===== src/rtl/sevenseg_scanner_pkg.sv =====
// Shared constants for the seven-segment scanner: segment bit order,
// blank pattern and the hex decode table.
package sevenseg_scanner_pkg;

  // Segment bit positions; the bus is {g,f,e,d,c,b,a}.
  localparam int SEG_A = 0;
  localparam int SEG_G = 6;

  typedef logic [SEG_G:SEG_A] seg_t;

  localparam seg_t SEG_BLANK = 7'h00;

  // Active-high patterns for 0..F (lowercase b and d avoid confusion with 8 and 0).
  localparam seg_t SEG_HEX [16] = '{
    7'h3F, 7'h06, 7'h5B, 7'h4F, 7'h66, 7'h6D, 7'h7D, 7'h27,
    7'h7F, 7'h6F, 7'h77, 7'h7C, 7'h39, 7'h5E, 7'h79, 7'h71
  };

endpackage


===== src/rtl/sevenseg_scanner_if.sv =====
// Application-side bus of the scanner: value/load/blank control in,
// segment/digit pins and status out.
interface sevenseg_scanner_if
  import sevenseg_scanner_pkg::*;
#(
  parameter int DIGITS = 4
);
  logic [4*DIGITS-1:0] value;
  logic                load;
  logic                blank_lz;
  seg_t                segments;
  logic [DIGITS-1:0]   digit_en;
  logic                pending;
  logic                frame;

  modport master (output value, load, blank_lz,
                  input  segments, digit_en, pending, frame);
  modport slave  (input  value, load, blank_lz,
                  output segments, digit_en, pending, frame);
endinterface


===== src/rtl/sevenseg_scanner_dec.sv =====
// Combinational hex-to-segment decoder with ripple-blank input: a zero
// nibble is blanked when every more significant digit was also blanked.
module sevenseg_scanner_dec
  import sevenseg_scanner_pkg::*;
(
  input  logic [3:0] nib,
  input  logic       rbi,
  output seg_t       seg
);
  assign seg = (rbi && nib == 4'h0) ? SEG_BLANK : SEG_HEX[nib];
endmodule


===== src/rtl/sevenseg_scanner.sv =====
// Time-multiplexed seven-segment driver: shadow/display double buffer
// swapped only at frame boundaries, one shared decoder, dead time at the
// start of every digit slot and leading-zero suppression.
module sevenseg_scanner
  import sevenseg_scanner_pkg::*;
#(
  parameter int DIGITS  = 4,
  parameter int CLK_DIV = 1000,
  parameter int DEAD    = 2
)(
  input  logic               clk,
  input  logic               reset_n,
  sevenseg_scanner_if.slave  bus
);
  localparam int PW = (CLK_DIV > 1) ? $clog2(CLK_DIV) : 1;
  localparam int IW = (DIGITS > 1) ? $clog2(DIGITS) : 1;
  localparam logic [PW-1:0] PSC_LAST = PW'(CLK_DIV - 1);
  localparam logic [PW-1:0] PSC_DEAD = PW'(DEAD);
  localparam logic [IW-1:0] IDX_LAST = IW'(DIGITS - 1);

  logic [PW-1:0]            psc;
  logic [IW-1:0]            idx;
  logic [DIGITS-1:0][3:0]   shadow, display;
  logic                     pend;
  logic [DIGITS-1:0]        rb;
  logic                     wrap, fb, dead, rbi;
  logic [3:0]               nib;
  seg_t                     seg_dec;

  assign wrap = (psc == PSC_LAST);
  assign fb   = wrap && (idx == IDX_LAST);
  assign dead = (psc < PSC_DEAD);

  // Ripple-blank chain from the MSD down; rb[i] is the blank-in of digit i.
  assign rb[DIGITS-1] = bus.blank_lz;
  for (genvar i = DIGITS - 1; i > 0; i--) begin : g_rb
    assign rb[i-1] = rb[i] & (display[i] == 4'h0);
  end

  // Digit 0 never blanks so an all-zero value still reads "0".
  assign nib = display[idx];
  assign rbi = (idx == '0) ? 1'b0 : rb[idx];

  sevenseg_scanner_dec u_dec (
    .nib (nib),
    .rbi (rbi),
    .seg (seg_dec)
  );

  // Prescaler and slot index; index advances once per prescaler wrap.
  always_ff @(posedge clk or negedge reset_n) begin
    if (!reset_n) begin
      psc <= '0;
      idx <= '0;
    end else begin
      psc <= wrap ? '0 : psc + 1'b1;
      if (wrap) idx <= (idx == IDX_LAST) ? '0 : idx + 1'b1;
    end
  end

  // Double buffer: load fills the shadow, frame boundary publishes it.
  // A load on the boundary cycle still publishes the old shadow and keeps
  // pending set for the newly captured value.
  always_ff @(posedge clk or negedge reset_n) begin
    if (!reset_n) begin
      shadow  <= '0;
      display <= '0;
      pend    <= 1'b0;
    end else begin
      if (fb && pend) display <= shadow;
      if (bus.load) begin
        shadow <= bus.value;
        pend   <= 1'b1;
      end else if (fb) begin
        pend   <= 1'b0;
      end
    end
  end

  // Registered pins; the dead window guarantees no two digits overlap.
  always_ff @(posedge clk or negedge reset_n) begin
    if (!reset_n) begin
      bus.segments <= SEG_BLANK;
      bus.digit_en <= '0;
      bus.frame    <= 1'b0;
    end else begin
      bus.segments <= dead ? SEG_BLANK : seg_dec;
      bus.digit_en <= dead ? '0 : DIGITS'(1) << idx;
      bus.frame    <= fb;
    end
  end

  assign bus.pending = pend;

endmodule


===== src/flat_wrapper.sv =====
// flat-port wrapper written by rule: the top's interface ports become plain ports
module sevenseg_scanner_flat import sevenseg_scanner_pkg::*;
#(
  parameter int DIGITS  = 4,
  parameter int CLK_DIV = 1000,
  parameter int DEAD    = 2
)
  (clk, reset_n, bus_value, bus_load, bus_blank_lz, bus_segments, bus_digit_en, bus_pending, bus_frame);
  sevenseg_scanner_if #(.DIGITS(DIGITS)) bus_i ();
  input  logic clk;
  input  logic reset_n;
  input wire logic [$bits(bus_i.value)-1:0] bus_value;
  input wire logic [$bits(bus_i.load)-1:0] bus_load;
  input wire logic [$bits(bus_i.blank_lz)-1:0] bus_blank_lz;
  output wire logic [$bits(bus_i.segments)-1:0] bus_segments;
  output wire logic [$bits(bus_i.digit_en)-1:0] bus_digit_en;
  output wire logic [$bits(bus_i.pending)-1:0] bus_pending;
  output wire logic [$bits(bus_i.frame)-1:0] bus_frame;
  assign bus_i.value = bus_value;
  assign bus_i.load = bus_load;
  assign bus_i.blank_lz = bus_blank_lz;
  assign bus_segments = bus_i.segments;
  assign bus_digit_en = bus_i.digit_en;
  assign bus_pending = bus_i.pending;
  assign bus_frame = bus_i.frame;
  sevenseg_scanner #(.DIGITS(DIGITS), .CLK_DIV(CLK_DIV), .DEAD(DEAD)) u_core (.clk(clk), .reset_n(reset_n), .bus(bus_i));
endmodule

===== config.mk =====
export PLATFORM = sky130hd
export DESIGN_NAME = sevenseg_scanner_flat
export DESIGN_NICKNAME = d
export VERILOG_FILES = /design/src/rtl/sevenseg_scanner_pkg.sv /design/src/rtl/sevenseg_scanner_if.sv /design/src/rtl/sevenseg_scanner_dec.sv /design/src/rtl/sevenseg_scanner.sv /design/src/flat_wrapper.sv
export SDC_FILE = /design/constraint.sdc
export NUM_CORES = 1
export LEC_CHECK = 0
export CORE_ASPECT_RATIO = 1.4
export CORE_MARGIN = 2
export CORE_UTILIZATION = 24
export DETAILED_ROUTE_END_ITERATION = 7
export SLEW_MARGIN = 30
export SYNTH_ARGS = -nofsm -noshare
export SYNTH_HDL_FRONTEND = slang
export SYNTH_HIERARCHICAL = 1
export SYNTH_SLANG_ARGS = --single-unit

===== constraint.sdc =====
create_clock -name clk -period 3.15 [get_ports clk]
set_input_delay 0.315 -clock clk [delete_from_list [all_inputs] [get_ports clk]]
set_output_delay 0.315 -clock clk [all_outputs]
set_load 0.02 [all_outputs]

Yosys cells after proc, flatten, opt, wreduce, memory -nomap -nowiden
Memories as Yosys holds them, arrays and structs flattened. Cells that the tools add are included.

Flip-flop bits (word level): 57. Bits in read-only memories: 112. Word-level logic and storage cells: 50. Memories kept: 1.

Memories: (name not given) (depth 16, bits a word 7, rd ports 1, clocked after memory_dff 0, write ports 0, RTL line sevenseg_scanner_dec.sv:10) `assign seg = (rbi && nib == 4'h0) ? SEG_BLANK : SEG_HEX[nib];`.

$add $sub $neg: 2. Magnitude comparators: 3. Eq/ne operators: 2. Shift operators: 1. Muxes and demuxes: 14. Bitwise gates (word level): 4. Reduce and logical (&&, ||, !) cells: 9.

Operators with widths (number): 2-to-1 mux 7 bit (4); zero test 4 bit (4); adder 10 x 1 -> 10 bit, second input constant (1); equality test 10 bit, second input constant (1); < comparator 10 x 2 -> 1 bit, second input constant (1); 2-to-1 mux 10 bit (1); binary-select mux 4 bit (select 2 bit) (1); 2-to-1 mux 4 bit (2); greater-or-equal comparator 5 bit, second input constant (1); inverter 4 -> 5 bit (1); 2-to-1 mux 1 bit (4); << shifter 1 x 2 -> 4 bit, first input constant (1); AND 1 bit (3); logical AND 1 bit (3); < comparator 2 x 3 -> 1 bit, second input constant (1); adder 2 x 1 -> 2 bit, second input constant (1); binary-select mux 1 bit (select 2 bit) (1); equality test 2 bit, second input constant (1); zero test 2 bit (1); 2-to-1 mux 2 bit (1); nonzero test 2 bit (1).

Logic depth before layout (Yosys ltp)
Depth in word-level cells: 10. Gate-level depth with buffers: 9.

By module
The synthesis kept the hierarchy.

Modules (own cells, without submodules): sevenseg_scanner (instances 1, cells an instance 173, area each 2433.6 um^2); sevenseg_scanner_dec (instances 1, cells an instance 37, area each 292.8 um^2).

Worst setup path before layout
OpenSTA, ideal clock, no wires.

Kind: flip-flop to flip-flop. Start point: reg u_core.idx[0]. End point: reg u_core.bus.segments[3]. Arrival: 2.183 ns. Data required time: 3.084 ns. Path slack: 0.901 ns. Stages on the path, launching flop included: 9. Clock period less this slack: 2.249 ns. Cell sequence: dfrtp_1 clkbuf_1 mux4_2 inv_1 ha_1 inv_1 mux4_1 nor2_1 and2_1.

Word-level cells in the longest chain between the ends: 8. Elaborated cells on any way between the ends: 14.

Ends and longest elaborated chain: start: declaration (RTL line sevenseg_scanner.sv:22) `logic [IW-1:0] idx;`; start signal: assignment (RTL line sevenseg_scanner.sv:57) `if (wrap) idx <= (idx == IDX_LAST) ? '0 : idx + 1'b1;`; binary-select mux 4 bit (select 2 bit) * (RTL line sevenseg_scanner.sv:41) `assign nib = display[idx];`; 2-to-1 mux 4 bit (implied by the code) * (RTL line sevenseg_scanner.sv:41); named net u_core.nib[0] (RTL line sevenseg_scanner.sv:27) `logic [3:0] nib;`; inverter 4 -> 5 bit (implied by the code) (RTL line sevenseg_scanner_dec.sv:10); memory (16 x 7 bit); 2-to-1 mux 7 bit (implied by the code) (2 in series) (RTL line sevenseg_scanner_dec.sv:10); 2-to-1 mux 7 bit * (RTL line sevenseg_scanner_dec.sv:10); named net u_core.seg_dec[3] (RTL line sevenseg_scanner.sv:28) `seg_t seg_dec;`; 2-to-1 mux 7 bit * (RTL line sevenseg_scanner.sv:87) `bus.segments <= dead ? SEG_BLANK : seg_dec;`; end signal: assignment (RTL line sevenseg_scanner.sv:87); end: declaration (RTL line sevenseg_scanner_if.sv:19) `output segments, digit_en, pending, frame);`.

Mark *: on every way through the listed nets, which the timed path passes. The rest lies on a longest branch. The select of a mux whose other input is x is not followed. A chain may end at the register's enable or synchronous reset.

Worst setup path in the final report
Ends and elaborated chain as after synthesis.

==> results.cfg <==
[routing]
firstDrtPassIters = 4
wl_per_cell_um = 12.7
dr.first_iter.drc_count = 63
vias = 1691
antenna_left = 0
routed_wl_mm = 5.02
vias_per_cell = 4.28
drcViolationCount = 0

[clock_network]
clk_latency_ps = 320
postCtsSetupRepairBufs = 0
postCtsHoldBufs = 0
clkSinkCount = 57
cts_buffers = 9
htreeDepth = 3
cts_root_buffer = clkbuf_16
clkTransAtPathRegs_ps = 50
cts_resized = 0
cts_tree = done
clk_path_buf_depth = 2

[power]
comb_power_share_pct = 3.5
internal_power_mw = 1.55
seqPwrFrac_pct = 40.1
power_density_nw_per_um2 = 540
ir_drop_mv = 0.216
p_clk_share_pct = 56.5
netSwitchingFraction_pct = 18.8
p_sw_mw = 0.358
power.leakage_nw = 1.55

[critical_path]
r2r-start = u_core/idx[0]$_DFFE_PN0N_
reg2regPathDepth = 7
crit_fanout = 8
slowest_delay_ps = 620
arrival_ps = 2510
crit_start = u_core/idx[0]$_DFFE_PN0N_
crit_slowest_cell = mux4_2
path_class = reg2reg
r2r-end = u_core/bus.segments[3]$_DFF_PN0_
r2r_setup_slack_ps = 900
critPathRequiredTime_ps = 3410
crit_path_start_kind = flop
end_kind = flop
path_cells = mux4_2 -> inv_1 -> ha_1 -> inv_1 -> mux4_1 -> nor2_1 -> and2_1
cpMostUsedCell = inv_1

[floorplan]
io_pins = 33
die_y_um = 130
fp-row-count = 46
design.die.area_sq_um = 12200
fp.coreArea_sq_um = 11200
initial_core_util_pct = 24.3
die_w_um = 94.1

[cells_and_area]
antennaDiodeCount = 0
final_common_cell = dfrtp_1
drive_above_1_share_pct = 24.3
post-route-util_pct = 31.5
syn_to_final_growth_pct = 29.6
fin_nets = 277
finalInstanceArea_sq_um = 3530
instances_no_fill = 395
num-fill-cells = 1110
final_cell_mix = 57 x dfrtp_1, 31 x clkdlybuf4s50_1, 22 x mux2_2

[timing]
finalSetupViolations = 0
finalHoldViolations = 0
fmax_ghz = 0.445
finalSetupTns_ps = 0
finalMaxSlewViolations = 0
skew_ps = 6.24
max_slew_margin_pct = 47.3
hold_ws_ps = 486
rsz0062_at_grt = false
post-route-period-util_pct = 71.3
min_period_ps = 2250
worst_slew_pin_slew_ps = 788

[global_routing]
overflow = 0
grt_pass1_vias = 1682
antenna_found_initial = 0
grt_usage_pct = 8.82
grt_pass1_wl_mm = 8.14
grt_start_max_net_pins = 38

[worst_hold_path]
holdCritPathClass = reg2reg
hp-start = u_core/psc[0]$_DFF_PN0_
holdPathStages = 1
hold-path-endpoint = u_core/psc[0]$_DFF_PN0_

[synthesis]
synth_compound_area_share_pct = 6.52
syn-instance-count = 210
syn_nets = 241
synth_ff_type = dfrtp_1
muxShareOfSynthArea_pct = 19.8
synthArstFlopShare_pct = 100
yosysSeqAreaShare_pct = 52.3
ys_types = 42
syn_avg_cell_area_sq_um = 13.0
synth_fa_ha_area_share_pct = 5.05
synth_top_family_by_area = multiplexers
synth_edf_count = 0
synth-xor-area-share_pct = 1.28
synth-simple-area-share_pct = 11.9
ys_seq_elements = 57
yosysWarnings = 6
syn_area_sq_um = 2730

[status]
status = finished, final reports clean

[place]
dp_hpwl_mm = 3.69
gp_congestion = 0.807
port_buffers = 32
dpl.cell_count = 378
placed_cell_area_sq_um = 3180

[flow_run]
max_cap_violations = 0
cell families (layout without fill, tap and decap cells):
group                    count (synthesis)  count (layout)
flip-flops                              57              57
AND/OR/NAND/NOR                         56              56
multiplexers                            39              39
AO/OA/AOI/OAI                           25              25
buffers and inverters                   18              59
adder cells (fa/ha/maj)                 11              11
XOR/XNOR                                 4               4
Yosys cell counts (2+ instances only):
cell | n | share of area (%)
a211o_1 | 2 | 0.64
a211oi_1 | 2 | 0.55
a21o_1 | 3 | 0.83
a21oi_1 | 6 | 1.1
a31oi_1 | 4 | 0.92
and2_1 | 10 | 2.3
and3_1 | 3 | 0.69
buf_2 | 3 | 0.55
buf_6 | 2 | 0.83
clkbuf_1 | 4 | 0.55
dfrtp_1 | 57 | 52
ha_1 | 11 | 5.0
inv_1 | 8 | 1.1
mux2_2 | 22 | 9.1
mux2_4 | 11 | 6.1
mux4_2 | 4 | 3.3
nand2_1 | 9 | 1.2
nand3_1 | 5 | 0.92
nand4_1 | 2 | 0.46
nor2_1 | 11 | 1.5
nor3_1 | 4 | 0.73
nor4_1 | 3 | 0.69
o21ai_0 | 2 | 0.37
o22a_1 | 2 | 0.64
xnor2_1 | 2 | 0.64
xor2_1 | 2 | 0.64
worst max path at each step:
stage,endpoint,slack [ps],cells after the start
after CTS,u_core/bus.segments[3]$_DFF_PN0_,900,7
after global routing,u_core/bus.segments[3]$_DFF_PN0_,760,7
after global placement,u_core/bus.segments[3]$_DFF_PN0_,970,7
after floorplan,u_core/bus.segments[3]$_DFF_PN0_,900,8
after detailed placement,u_core/bus.segments[3]$_DFF_PN0_,910,7
final,u_core/bus.segments[3]$_DFF_PN0_,900,7
critical path, delay by kind of cell (launching register included):
kind | cells | cell delay, ps
simple gates | 2 | 190
fa+ha+maj | 1 | 140
flops | 1 | 550
mux | 2 | 1090
buf+inv | 2 | 210
sequential cells by signal (all words and copies together), names as in the netlist:
name,flops
u_core/psc,10
u_core/idx,2
u_core/bus.segments,7
u_core/bus.frame,1
u_core/shadow,16
u_core/bus.pending,1
u_core/bus.digit_en,4
u_core/display,16
per-stage QoR:
stage | power (mW) | worst slack (ps)
5_1_grt | 1.97 | 755
2_1_floorplan | 0.799 | 901
3_5_place_dp | 0.845 | 911
6_report | 1.91 | 903
3_3_place_gp | 0.842 | 972
4_1_cts | 1.93 | 902
layout make-up:
class                      count  area, sq um  area share, %
sequential                    57         1430           40.4
multi-input combinational    135         1210           34.3
timing repair buffer          35          343           9.70
clock buffer                  12          267           7.54
tap                          144          180           5.10
clock inverter                 4         73.8           2.09
inverter                       8         30.0          0.850
layer usage:
metal / GRT usage (%) / share of wire [%] / wire (um)
met5: 0 / 0 / 0
met3: 3.52 / 4.8 / 243
met2: 13.9 / 47 / 2360
met1: 10.5 / 46 / 2310
met4: 4.35 / 2.0 / 102
power by group through the flow:
stage	clock [mW]	combinational, mW	sequential [mW]
after floorplan	0	0.0256	0.773
after global placement	0	0.0658	0.777
after detailed placement	0	0.0674	0.777
after CTS	1.10	0.0674	0.765
after global routing	1.13	0.0741	0.767
final	1.08	0.0665	0.764
(Power assumes the default switching activity.)
